==> config.mk <==
export PLATFORM = sky130hd
export DESIGN_NAME = mcp_load_sequencer
export DESIGN_NICKNAME = d
export VERILOG_FILES = /design/src/rtl/mcp_pkg.sv /design/src/rtl/mcp_down_counter.sv /design/src/rtl/mcp_load_sequencer.sv
export SDC_FILE = /design/constraint.sdc
export NUM_CORES = 1
export LEC_CHECK = 0
export ABC_AREA = 1
export CORE_UTILIZATION = 49
export DETAILED_ROUTE_END_ITERATION = 8
export HOLD_SLACK_MARGIN = 0.12
export PLACE_DENSITY = 0.75
export SLEW_MARGIN = 20
export SYNTH_ARGS = -nofsm -noshare
export SYNTH_HDL_FRONTEND = slang
export SYNTH_HIERARCHICAL = 1
export SYNTH_SLANG_ARGS = --single-unit
==> constraint.sdc <==
create_clock -name CLK -period 1.85 [get_ports CLK]
set_input_delay 0.555 -clock CLK [delete_from_list [all_inputs] [get_ports CLK]]
set_output_delay 0.555 -clock CLK [all_outputs]
set_load 0.005 [all_outputs]
==> src/rtl/mcp_pkg.sv <==
// Shared definitions for the multicycle-path load sequencer and its register wrapper.
package mcp_pkg;

    typedef enum logic [1:0] {
        StIdle   = 2'd0,
        StSettle = 2'd1,
        StDrain  = 2'd2
    } mcp_state_e;

    localparam int unsigned MaxWidth = 256;

    // Repeating 2'b10 pattern for the low w bits; bits at and above w are zero.
    function automatic logic [MaxWidth-1:0] reset_pattern(input int unsigned w);
        logic [MaxWidth-1:0] pat;
        pat = '0;
        for (int i = 0; i < MaxWidth; i++) begin
            if (i < w) begin
                pat[i] = (i % 2) == 1;
            end
        end
        return pat;
    endfunction

endpackage

==> src/rtl/mcp_down_counter.sv <==
// Loadable down counter that saturates at zero; shared by the settle and drain phases.
module mcp_down_counter #(
    parameter int unsigned cnt_width = 8
) (
    input  logic                 CLK,
    input  logic                 RST_N,
    input  logic                 load_i,
    input  logic [cnt_width-1:0] load_val_i,
    input  logic                 dec_i,
    output logic                 zero_o
);

    logic [cnt_width-1:0] count_q, count_d;

    always_comb begin
        count_d = count_q;
        if (load_i) begin
            count_d = load_val_i;
        end else if (dec_i && (count_q != '0)) begin
            count_d = count_q - 1'b1;
        end
    end

    always_ff @(posedge CLK) begin
        if (!RST_N) begin
            count_q <= '0;
        end else begin
            count_q <= count_d;
        end
    end

    assign zero_o = (count_q == '0);

endmodule

==> src/rtl/mcp_load_sequencer.sv <==
// Drives SET/val of a multicycle-path register: holds val for `cycles` edges, strobes SET,
// then waits `dst_cycles` for the destination to settle before flagging VALID.
module mcp_load_sequencer
    import mcp_pkg::*;
#(
    parameter int unsigned width      = 1,
    parameter int unsigned cycles     = 2,
    parameter int unsigned dst_cycles = 1,
    parameter int unsigned cnt_width  = 8
) (
    input  logic             CLK,
    input  logic             RST_N,
    input  logic             ENQ,
    input  logic [width-1:0] ENQ_DATA,
    input  logic             ABORT,
    output logic             RDY,
    output logic [width-1:0] val,
    output logic             SET,
    output logic             VALID,
    output logic             DONE
);

    localparam longint unsigned CntRange = 64'd1 << cnt_width;

    if (cycles == 0 || cycles > CntRange || dst_cycles > CntRange - 1 || width == 0 ||
        width > MaxWidth) begin : gen_param_check
        $error("mcp_load_sequencer: parameter out of range");
    end

    localparam logic [MaxWidth-1:0]  RstPattern  = reset_pattern(width);
    localparam logic [width-1:0]     ValRst      = RstPattern[width-1:0];
    localparam logic [cnt_width-1:0] SettleLoad  = cnt_width'(cycles - 1);
    localparam logic [cnt_width-1:0] DrainLoad   = cnt_width'((dst_cycles == 0) ? 0 : dst_cycles - 1);

    mcp_state_e state_q, state_d;
    logic [width-1:0] val_q, val_d;
    logic valid_q, valid_d;
    logic done_q, done_d;

    logic             cnt_load;
    logic [cnt_width-1:0] cnt_load_val;
    logic             cnt_dec;
    logic             cnt_zero;
    logic             set_w;

    mcp_down_counter #(
        .cnt_width (cnt_width)
    ) u_counter (
        .CLK        (CLK),
        .RST_N      (RST_N),
        .load_i     (cnt_load),
        .load_val_i (cnt_load_val),
        .dec_i      (cnt_dec),
        .zero_o     (cnt_zero)
    );

    // Gated by RST_N so the synchronous reset cycle never strobes the register.
    assign set_w = RST_N && (state_q == StSettle) && cnt_zero && !ABORT;

    always_comb begin
        state_d      = state_q;
        val_d        = val_q;
        valid_d      = valid_q;
        done_d       = 1'b0;
        cnt_load     = 1'b0;
        cnt_load_val = SettleLoad;
        cnt_dec      = 1'b0;
        unique case (state_q)
            StIdle: begin
                if (ENQ) begin
                    val_d        = ENQ_DATA;
                    cnt_load     = 1'b1;
                    cnt_load_val = SettleLoad;
                    state_d      = StSettle;
                end
            end
            StSettle: begin
                if (ABORT) begin
                    state_d = StIdle;
                end else if (cnt_zero) begin
                    valid_d = 1'b0;
                    if (dst_cycles == 0) begin
                        valid_d = 1'b1;
                        done_d  = 1'b1;
                        state_d = StIdle;
                    end else begin
                        cnt_load     = 1'b1;
                        cnt_load_val = DrainLoad;
                        state_d      = StDrain;
                    end
                end else begin
                    cnt_dec = 1'b1;
                end
            end
            StDrain: begin
                if (cnt_zero) begin
                    valid_d = 1'b1;
                    done_d  = 1'b1;
                    state_d = StIdle;
                end else begin
                    cnt_dec = 1'b1;
                end
            end
            default: begin
                state_d = StIdle;
            end
        endcase
    end

    always_ff @(posedge CLK) begin
        if (!RST_N) begin
            state_q <= StIdle;
            val_q   <= ValRst;
            valid_q <= 1'b0;
            done_q  <= 1'b0;
        end else begin
            state_q <= state_d;
            val_q   <= val_d;
            valid_q <= valid_d;
            done_q  <= done_d;
        end
    end

    assign RDY   = (state_q == StIdle);
    assign val   = val_q;
    assign SET   = set_w;
    assign VALID = valid_q;
    assign DONE  = done_q;

endmodule

Word level (Yosys, flattened, before mapping)
Cells that the tools add are included.
{"block": "classes", "reduce_logical": 14, "order_cmp": 0, "mux": 21, "n_eq_ne": 7, "shift": 0, "n_div": 0, "bitwise_logic": 0, "mul": 0, "n_addsub": 1}
{"op": "8-bit 2-to-1 mux", "n": 2}
{"op": "1-bit 2-to-1 mux", "n": 11}
{"op": "8-bit zero test", "n": 1}
{"op": "2-bit 2-to-1 mux", "n": 4}
{"op": "2-bit inequality test (second input constant)", "n": 4}
{"op": "8-bit nonzero test", "n": 1}
{"op": "8-bit by 1-bit subtractor with 8-bit output (second input constant)", "n": 1}
{"op": "1-bit one-hot mux with 2 select lines", "n": 3}
{"op": "2-bit one-hot mux with 3 select lines", "n": 1}
{"op": "1-bit logical AND", "n": 4}
{"op": "2-bit AND reduction", "n": 2}
{"op": "4-bit AND reduction", "n": 1}
{"op": "2-bit nonzero test", "n": 2}
{"op": "3-bit inequality test (second input constant)", "n": 1}
{"op": "3-bit AND reduction", "n": 1}
{"op": "2-bit by 1-bit == test with 1-bit output (second input constant)", "n": 1}
{"op": "2-bit == test (second input constant)", "n": 1}
{"op": "2-bit zero test", "n": 1}
{"op": "1-bit zero test", "n": 1}
{"block": "word_totals", "mem_bits_ro": 0, "word_cells": 48, "ff_bits": 13, "mem_count": 0, "inputBits": 5, "ram_bits": 0, "latchBits": 0}

Logic depth before layout (Yosys ltp)
Gate-level depths: netlist of the first run.
{"block": "depth", "ltp_word": 7, "ltp_mapped": 13}

Hierarchy
Netlist of the first run, hierarchy kept.
{"module": "mcp_down_counter", "area_per_inst_um2": 600.6, "n_inst": 1, "cells_each": 104, "seq_area_each_um2": 160.2}
{"module": "mcp_load_sequencer", "area_per_inst_um2": 361.6, "n_inst": 1, "cells_each": 53, "seq_area_each_um2": 100.1}

Worst setup path before layout of the first run
OpenSTA, ideal clock, no wires.
{"block": "synth_path", "path_type": "reg-to-reg", "from": "register u_counter.count_q[0]", "to": "register u_counter.count_q[1]", "path_slack_ns": -0.166, "required_ns": 1.737, "arrival_ns": 1.903, "path_stages_with_launch": 13, "setup_time_ns": 0.113, "path_buffers": 1, "path_cell_list": "dfxtp_1 inv_1 ha_1 nand2_1 nor2_1 nand3_1 o21ai_0 clkbuf_1 inv_2 nand2_4 clkinv_2 nor2_1 nor2_1"}
{"block": "synth_between", "elab_cells_between_ends": 13, "cone_classes": "add/sub (1); mux (8); reduce/logical (4)"}
{"element": "from (decl)", "line": "mcp_down_counter.sv:13", "text": "logic [cnt_width-1:0] count_q, count_d;"}
{"element": "from (signal assigned)", "line": "mcp_down_counter.sv:28", "text": "count_q <= count_d;"}
{"element": "8-bit zero test (*)", "line": "mcp_down_counter.sv:32", "text": "assign zero_o = (count_q == '0);"}
{"element": "named net cnt_zero", "line": "mcp_load_sequencer.sv:43", "text": "logic cnt_zero;"}
{"element": "1-bit 2-to-1 mux (*)", "line": "mcp_load_sequencer.sv:80", "text": "end else if (cnt_zero) begin"}
{"element": "1-bit 2-to-1 mux (*)", "line": "mcp_load_sequencer.sv:78", "text": "if (ABORT) begin"}
{"element": "1-bit one-hot mux with 2 select lines (*)", "line": "mcp_load_sequencer.sv:68", "text": "unique case (state_q)"}
{"element": "named net cnt_load", "line": "mcp_load_sequencer.sv:40", "text": "logic cnt_load;"}
{"element": "8-bit 2-to-1 mux or 2-bit nonzero test (tied branches)"}
Mark *: on every way through the listed nets, which the timed path passes. The rest lies on a longest branch. The select of a mux whose other input is x is not followed.
A chain may end at the register's enable or synchronous reset.

Final worst setup path of the first run
{"block": "layout_path", "from": "input RST_N", "to": "output SET"}
{"block": "layout_between", "elab_chain_len": 3}
{"element": "from (decl)", "line": "mcp_load_sequencer.sv:12", "text": "input logic RST_N,"}
{"element": "1-bit logical AND (3 in a row)", "line": "mcp_load_sequencer.sv:58", "text": "assign set_w = RST_N && (state_q == StSettle) && cnt_zero && !ABORT;"}
{"element": "to (decl)", "line": "mcp_load_sequencer.sv:18", "text": "output logic SET,"}
No other way between the ends.

==> results of run 1 <==
## metrics by stage
stage,cell area [um2],util (%),setup TNS (ns)
2_1_floorplan,988,-,0
3_3_place_gp,1280,71.6,-2.05
3_5_place_dp,1280,71.6,-2.57
4_1_cts,1330,74.5,-0.114
5_1_grt,1350,75.8,-0.249
6_report,1350,75.8,0
## cell usage after synthesis, drive strengths merged
cell	count
nor3	1
xnor2	1
conb	1
a21boi	1
a21oi	5
and2	1
o21ai	7
inv	24
nand3	20
clkbuf	1
nand4	3
clkinv	1
dfxtp	13
nand2	48
nor2	23
ha	7
## placed cells by master (no fill, tap or decap), types with 2 or more instances in the layout
| master | netlist | final |
|---|---|---|
| sky130_fd_sc_hd__nand4_1 | 3 | 3 |
| sky130_fd_sc_hd__ha_1 | 7 | 5 |
| sky130_fd_sc_hd__conb_1 | 1 | 7 |
| sky130_fd_sc_hd__dfxtp_2 | 0 | 2 |
| sky130_fd_sc_hd__inv_1 | 21 | 17 |
| sky130_fd_sc_hd__o21ai_0 | 6 | 6 |
| sky130_fd_sc_hd__nand2_1 | 42 | 41 |
| sky130_fd_sc_hd__nand3_1 | 20 | 19 |
| sky130_fd_sc_hd__nand2_4 | 3 | 4 |
| sky130_fd_sc_hd__a21oi_1 | 4 | 4 |
| sky130_fd_sc_hd__nand2_2 | 3 | 3 |
| sky130_fd_sc_hd__clkdlybuf4s50_1 | 0 | 6 |
| sky130_fd_sc_hd__inv_2 | 3 | 7 |
| sky130_fd_sc_hd__nor2_2 | 1 | 5 |
| sky130_fd_sc_hd__nor2_1 | 22 | 17 |
| sky130_fd_sc_hd__ha_4 | 0 | 2 |
| sky130_fd_sc_hd__dlygate4sd2_1 | 0 | 2 |
| sky130_fd_sc_hd__buf_4 | 0 | 23 |
| sky130_fd_sc_hd__dfxtp_1 | 13 | 11 |
| sky130_fd_sc_hd__clkbuf_4 | 0 | 3 |
## cell type report
type                       count  area, um2  area share (%)
tap                           25       31.3            2.31
timing repair buffer          32        255            18.9
clock buffer                   4       26.3            1.94
inverter                      25       95.1            7.04
multi-input combinational    124        681            50.4
sequential                    13        263            19.4
## routing by layer
metal	vias up	part of all wire (%)	track usage (%)
met5	-	0	0
met4	0	0.26	7.06
met3	2	2.4	2.35
met2	20	55	47.2
met1	480	43	25.6
li1	571	-	-
## where the power goes
group	internal, W	switching [W]	leakage [nW]
registers	0.000381	0.0000647	0.108
clock network	0.0000834	0.0000910	0.0150
logic	0.000728	0.000900	0.565
total	0.00119	0.00106	0.688
## sequential cells by signal, indices dropped and copies added, names as in the netlist
| signal | cells |
|---|---|
| u_counter/count_q | 8 |
| state_q | 2 |
| DONE | 1 |
| VALID | 1 |
| val | 1 |
## what timing repair did
action                     4_1_cts  5_1_grt
gates cloned                     0        0
setup endpoints to repair        8        9
pin swaps                        1        5
hold buffers                     0        0
resized for setup               14       11
setup buffers                    0        0
## tightest hold or removal path, delay by kind of cell (launching register included)
| kind | cells | cell delay (ns) |
|---|---|---|
| simple gates | 2 | 0.14 |
| flops | 1 | 0.32 |
## final timing paths
check	startpoint	endpoint	slack [ns]	depth (start not counted)
min	val$_SDFFE_PN0P_	val$_SDFFE_PN0P_	0.50	2
max reg2reg	u_counter/count_q[7]$_SDFFE_PN0P_	u_counter/count_q[1]$_SDFFE_PN0P_	0.07	10
max	RST_N	SET	0.02	4
min reg2reg	val$_SDFFE_PN0P_	val$_SDFFE_PN0P_	0.50	2
## logic make-up (layout without fill, tap and decap cells)
kind of cell	after synthesis	in the layout
AND/OR/NAND/NOR	96	96
adder cells (fa/ha/maj)	7	7
other	1	7
XOR/XNOR	1	1
flip-flops	13	13
buffers and inverters	26	61
AO/OA/AOI/OAI	13	13
==> metrics, run 1 <==
chain of cells forming the critical path=clkdlybuf4s50_1, inv_1, nor2_1, buf_2; maximum level of the CTS H-tree=1; slowest stage delay, CP=between 0.4 and 0.5 ns; minimum clock period=1.83 ns; fraction of final layout cells with drive strength greater than 1=27.8%; cell at the slowest stage of the critical path=sky130_fd_sc_hd__clkdlybuf4s50_1; via density per instance=4.81; Final HPWL DP=approximately 1900 um; total power=0.00225 W; largest area contributor in the synthesized netlist=sky130_fd_sc_hd__dfxtp_1; worst path required time=1.29 ns; vias in the first global route=a little over 900; final setup margin=0.0208 ns; total length of routed wires=2310 um; Setup Crit Path Kind=in -> out; post-synthesis area per instance=6.13 um2; iteration count of the initial detailed-routing pass=4; clock tree from TritonCTS=done; minimum setup slack after placement=-0.431 ns; complex-gate fraction of the synthesized area=7.41%; critical path startpoint category=input port; I/O pin cnt=10; critical path endpoint category=output pin; share of synthesized area occupied by flip-flops and latches=a little over a quarter; count of different cell masters after synthesis=22; flip-flop and latch count after synthesis=13; wire length of the first global-routing pass=3680 um; cells taking the most area after synthesis=sky130_fd_sc_hd__dfxtp_1 27%, sky130_fd_sc_hd__nand2_1 16%, sky130_fd_sc_hd__nand3_1 10%; final setup fails=0; P_leak=around 0.69 nW; number of diodes=0; clock sink count=13; main combinational cell family by area after synthesis=simple AND/OR/NAND/NOR gates; fraction of post-synthesis cell area in the top cell type by area=about 27%; floorplan row count=15; count of input and output buffers=9; net count reported at finish=211; Hold Path Class=reg -> reg; Via Count=1073; clock latency on the worst-skew pair=0.27 ns; worst-case clock buffer depth=2; filler cell count in the final layout=148; Max-Cap Viols=0; area growth from synthesis to layout=40.4%; timing-limited maximum frequency=547 MHz; Synth Area in XOR/XNOR=0.910%; wire length per cell after detailed routing=10.4 um; critical path buffer and inverter count=3; all-layer global routing usage=23.8%; TritonCTS Buffers=3; total die area=2140 um2; clock transition at the register clock pins on the worst setup and hold paths after CTS=0.08 ns; summed instance area of the synthesized netlist=about 960 um2; die span in y=46.3 um; initial drt markers=13; Pins Over Slew Limit=0; critical-path maximum fanout=2; period utilization=between 90% and 100%; global route overflow=0; arrival time reported for the critical path endpoint=1.27 ns; highest ir drop seen on vdd=0.939 mV; family with the most delay on the worst path=buffers and inverters; adder and majority cell fraction of the synthesized area=9.10%; fraction of the mapped netlist area in simple logic gates=between 40% and 50%; Post-Place Cells=approximately 220; run status=finished clean; Chip Width=approximately 46 um; detailed-route DRC error count=0; portion of netlist area occupied by mux cells=0%; final hold vios=0; largest net degree at the start of global routing=11; initial antenna violation count=0; Clock Root Buffer=sky130_fd_sc_hd__clkbuf_4; unrepaired setup endpoints after global routing=yes; number of cells produced by synthesis=157; total power divided by cell area=between 1500 and 2000 nW/um2; worst hold slack after final layout=0.498 ns; number of synthesis warnings=6; Initial Util=between 50% and 60%; Placeable Area=1780 um2; clock skew after layout=0.00870 ns; post-route insts no fill=223; number of routed nets with antenna violations=0; final estimated routing congestion in global placement=0.851
Note: power is estimated with default switching activity, not from simulation.
==> inputs of run 2 (changes only) <==
TNS_END_PERCENT = 20   (was default)
==> results of run 2 <==
Final layout, timing and power as in run 1 (identical DEF).
==> inputs of run 3 (changes only) <==
ABC_CLOCK_PERIOD_IN_PS = 1850   (was default)
CAP_MARGIN = 20   (was default)
CELL_PAD_IN_SITES_DETAIL_PLACEMENT = 1   (was default)
CELL_PAD_IN_SITES_GLOBAL_PLACEMENT = 2   (was default)
CORE_UTILIZATION = 26   (was 49)
==> metrics, run 3 (synthesized netlist as in run 1, its figures left out) <==
detailed-route DRC error count=0 (unchanged); run status=finished clean (unchanged); sw power=0.00110 W (was 0.00106 W); floorplan row count=21 (was 15); Via Count=1098 (was 1073); depth of the worst register-to-register path=15 (was 10); final estimated routing congestion in global placement=0.778 (was 0.851); Largest register FFs=8 (unchanged); arrival time reported for the critical path endpoint=1.25 ns (was 1.27 ns); total die area=3950 um2 (was 2140 um2); met1 Usage GRT=15.9% (was 25.6%); iteration count of the initial detailed-routing pass=3 (was 4); r2r startpoint=u_counter/count_q[1]$_SDFFE_PN0P_ (was u_counter/count_q[7]$_SDFFE_PN0P_); Clock Root Buffer=sky130_fd_sc_hd__clkbuf_8 (was sky130_fd_sc_hd__clkbuf_4); Max-Cap Viols=0 (unchanged); highest ir drop seen on vdd=0.566 mV (was 0.939 mV); top flop regs=u_counter/count_q (8), state_q (2) (unchanged); register ranked first by flip-flop count=u_counter/count_q (unchanged); total length of routed wires=2690 um (was 2310 um); post-route insts no fill=249 (was 223); number of routed nets with antenna violations=0 (unchanged); global route overflow=0 (unchanged); final hold vios=0 (unchanged); area growth from synthesis to layout=50.3% (was 40.4%); clock tree from TritonCTS=done (unchanged); cell at the slowest stage of the critical path=sky130_fd_sc_hd__dfxtp_2 (was sky130_fd_sc_hd__clkdlybuf4s50_1); unrepaired setup endpoints after global routing=yes (unchanged); setup TNS=0 ns (unchanged); worst hold slack after final layout=0.497 ns (was 0.498 ns); clock skew after layout=0.000727 ns (was 0.00870 ns); commonest non-fill, non-tap cells in the layout=41 x sky130_fd_sc_hd__nand2_1, 28 x sky130_fd_sc_hd__buf_4, 18 x sky130_fd_sc_hd__nor2_1, 18 x sky130_fd_sc_hd__nand3_1, 16 x sky130_fd_sc_hd__inv_1 (was 41 x sky130_fd_sc_hd__nand2_1, 23 x sky130_fd_sc_hd__buf_4, 19 x sky130_fd_sc_hd__nand3_1); reg2reg setup slack=0.14 ns (was 0.07 ns); grt met3 use=1.64% (was 2.35%); clock transition at the register clock pins on the worst setup and hold paths after CTS=0.06 ns (was 0.08 ns); initial drt markers=15 (was 13); Comb power frac=71.1% (was 72.4%); power share of the clock group=10.8% (was 7.8%); timing-limited maximum frequency=554 MHz (was 547 MHz); minimum clock period=1.80 ns (was 1.83 ns); startpoint of the tightest hold check path=VALID$_SDFFE_PN0P_ (was val$_SDFFE_PN0P_); TritonCTS Buffers=3 (unchanged); Reg-to-Reg End=u_counter/count_q[5]$_SDFFE_PN0P_ (was u_counter/count_q[1]$_SDFFE_PN0P_); die span in y=62.8 um (was 46.3 um); fraction of power spent switching nets=45.2% (was 47.0%); Setup Crit Path Kind=reg -> out (was in -> out); critical-path maximum fanout=2 (unchanged); worst path required time=1.29 ns (about the same); count of input and output buffers=9 (unchanged); final setup fails=0 (unchanged); total power divided by cell area=1690 nW/um2 (was 1660 nW/um2); clock sink count=13 (unchanged); slowest stage delay, CP=0.32 ns (was 0.48 ns); most common cell after layout, fill and taps aside=sky130_fd_sc_hd__nand2_1 (unchanged); critical path endpoint category=output pin (unchanged); Pins Over Slew Limit=0 (unchanged); largest net degree at the start of global routing=11 (unchanged); chain of cells forming the critical path=inv_2, ha_4, nand2_4, nor2_4, nand3_2, nor2_2, buf_2 (was clkdlybuf4s50_1, inv_1, nor2_1, buf_2); filler cell count in the final layout=477 (was 148); initial antenna violation count=0 (unchanged); Final Instance Area=1450 um2 (was 1350 um2); worst hold path cell count=2 (unchanged); cell area reported after detailed placement=1330 um2 (was 1280 um2); Chip Width=62.8 um (was 46.3 um); I/O pin cnt=10 (unchanged); part of the total power dissipated in sequential elements=18.1% (was 19.8%); wire length per cell after detailed routing=10.8 um (was 10.4 um); utilization after layout=42.0% (was 75.8%); period utilization=97.5% (was 98.9%); clock latency on the worst-skew pair=0.25 ns (was 0.27 ns); Initial Util=28.0% (was 54.0%); P_leak=0.729 nW (was 0.688 nW); wire length of the first global-routing pass=4660 um (was 3680 um); vias in the first global route=1104 (was 922); Post-Place Cells=244 (was 219); GR Layer Usage met2=30.2% (was 47.2%); family with the most delay on the worst path=simple AND/OR/NAND/NOR gates (was buffers and inverters); via density per instance=4.41 (was 4.81); net count reported at finish=216 (was 211); hold worst-path end=VALID$_SDFFE_PN0P_ (was val$_SDFFE_PN0P_); critical path buffer and inverter count=2 (was 3); maximum level of the CTS H-tree=1 (unchanged); number of diodes=0 (unchanged); fraction of final layout cells with drive strength greater than 1=30.5% (was 27.8%); Final HPWL DP=2270 um (was 1860 um); Hold Path Class=reg -> reg (unchanged); critical path startpoint category=register (was input port); all-layer global routing usage=15.2% (was 23.8%); layer with the highest usage=met2 (unchanged); worst-case clock buffer depth=2 (unchanged); internal power component=0.00134 W (was 0.00119 W); Placeable Area=3440 um2 (was 1780 um2)
-- run 3: per-layer routing --
layer  share of wire, %  vias to the layer above
met5                  0                        -
met4                1.6                        0
met3                1.5                        4
met2                 54                       10
met1                 43                      511
li1                   -                      573
-- run 3: how the worst max path moves through the flow --
stage	startpoint	cells after the start	slack [ns]	to
floorplan	u_counter/count_q[0]$_SDFFE_PN0P_	12	0.03	u_counter/count_q[1]$_SDFFE_PN0P_
global placement	ABORT	5	-0.42	SET
detailed placement	ABORT	5	-0.44	SET
CTS	u_counter/count_q[1]$_SDFFE_PN0P_	7	-0.12	SET
global route	u_counter/count_q[1]$_SDFFE_PN0P_	7	-0.02	SET
finish	u_counter/count_q[1]$_SDFFE_PN0P_	7	0.05	SET
-- run 3: timing repair --
item                       4_1_cts  5_1_grt
pin swaps                        3        5
hold buffers                     0        0
buffers inserted                 0        1
setup endpoints to repair        9        9
gates resized for setup         15       15
-- run 3: power by group through the flow --
| stage | Sequential [W] | Clock (W) | Combinational (W) |
|---|---|---|---|
| 2_1_floorplan | 0.000455 | 0 | 0.000942 |
| 3_3_place_gp | 0.000435 | 0 | 0.00158 |
| 3_5_place_dp | 0.000439 | 0 | 0.00162 |
| 4_1_cts | 0.000435 | 0.000283 | 0.00169 |
| 5_1_grt | 0.000453 | 0.000291 | 0.00196 |
| 6_report | 0.000442 | 0.000264 | 0.00174 |
-- run 3: worst min-delay path: cells and delay by family, from the launching register on --
kind | cells | cell delay, ns
flops | 1 | 0.34
simple gates | 1 | 0.08
compound gates | 1 | 0.04
-- run 3: stage by stage --
stage / setup WS [ns] / power (W)
floorplan: 0.0340 / 0.00140
global placement: -0.418 / 0.00202
detailed placement: -0.437 / 0.00206
CTS: -0.116 / 0.00241
global route: -0.0226 / 0.00270
finish: 0.0458 / 0.00244
-- run 3: layout make-up --
| cell class | instances | area, um2 | share of cell area, % |
|---|---|---|---|
| multi-input combinational | 124 | 687 | 47.5 |
| tap | 46 | 57.6 | 3.98 |
| timing repair buffer | 37 | 295 | 20.4 |
| sequential | 13 | 263 | 18.2 |
| inverter | 25 | 98.8 | 6.83 |
| clock buffer | 4 | 45.0 | 3.11 |
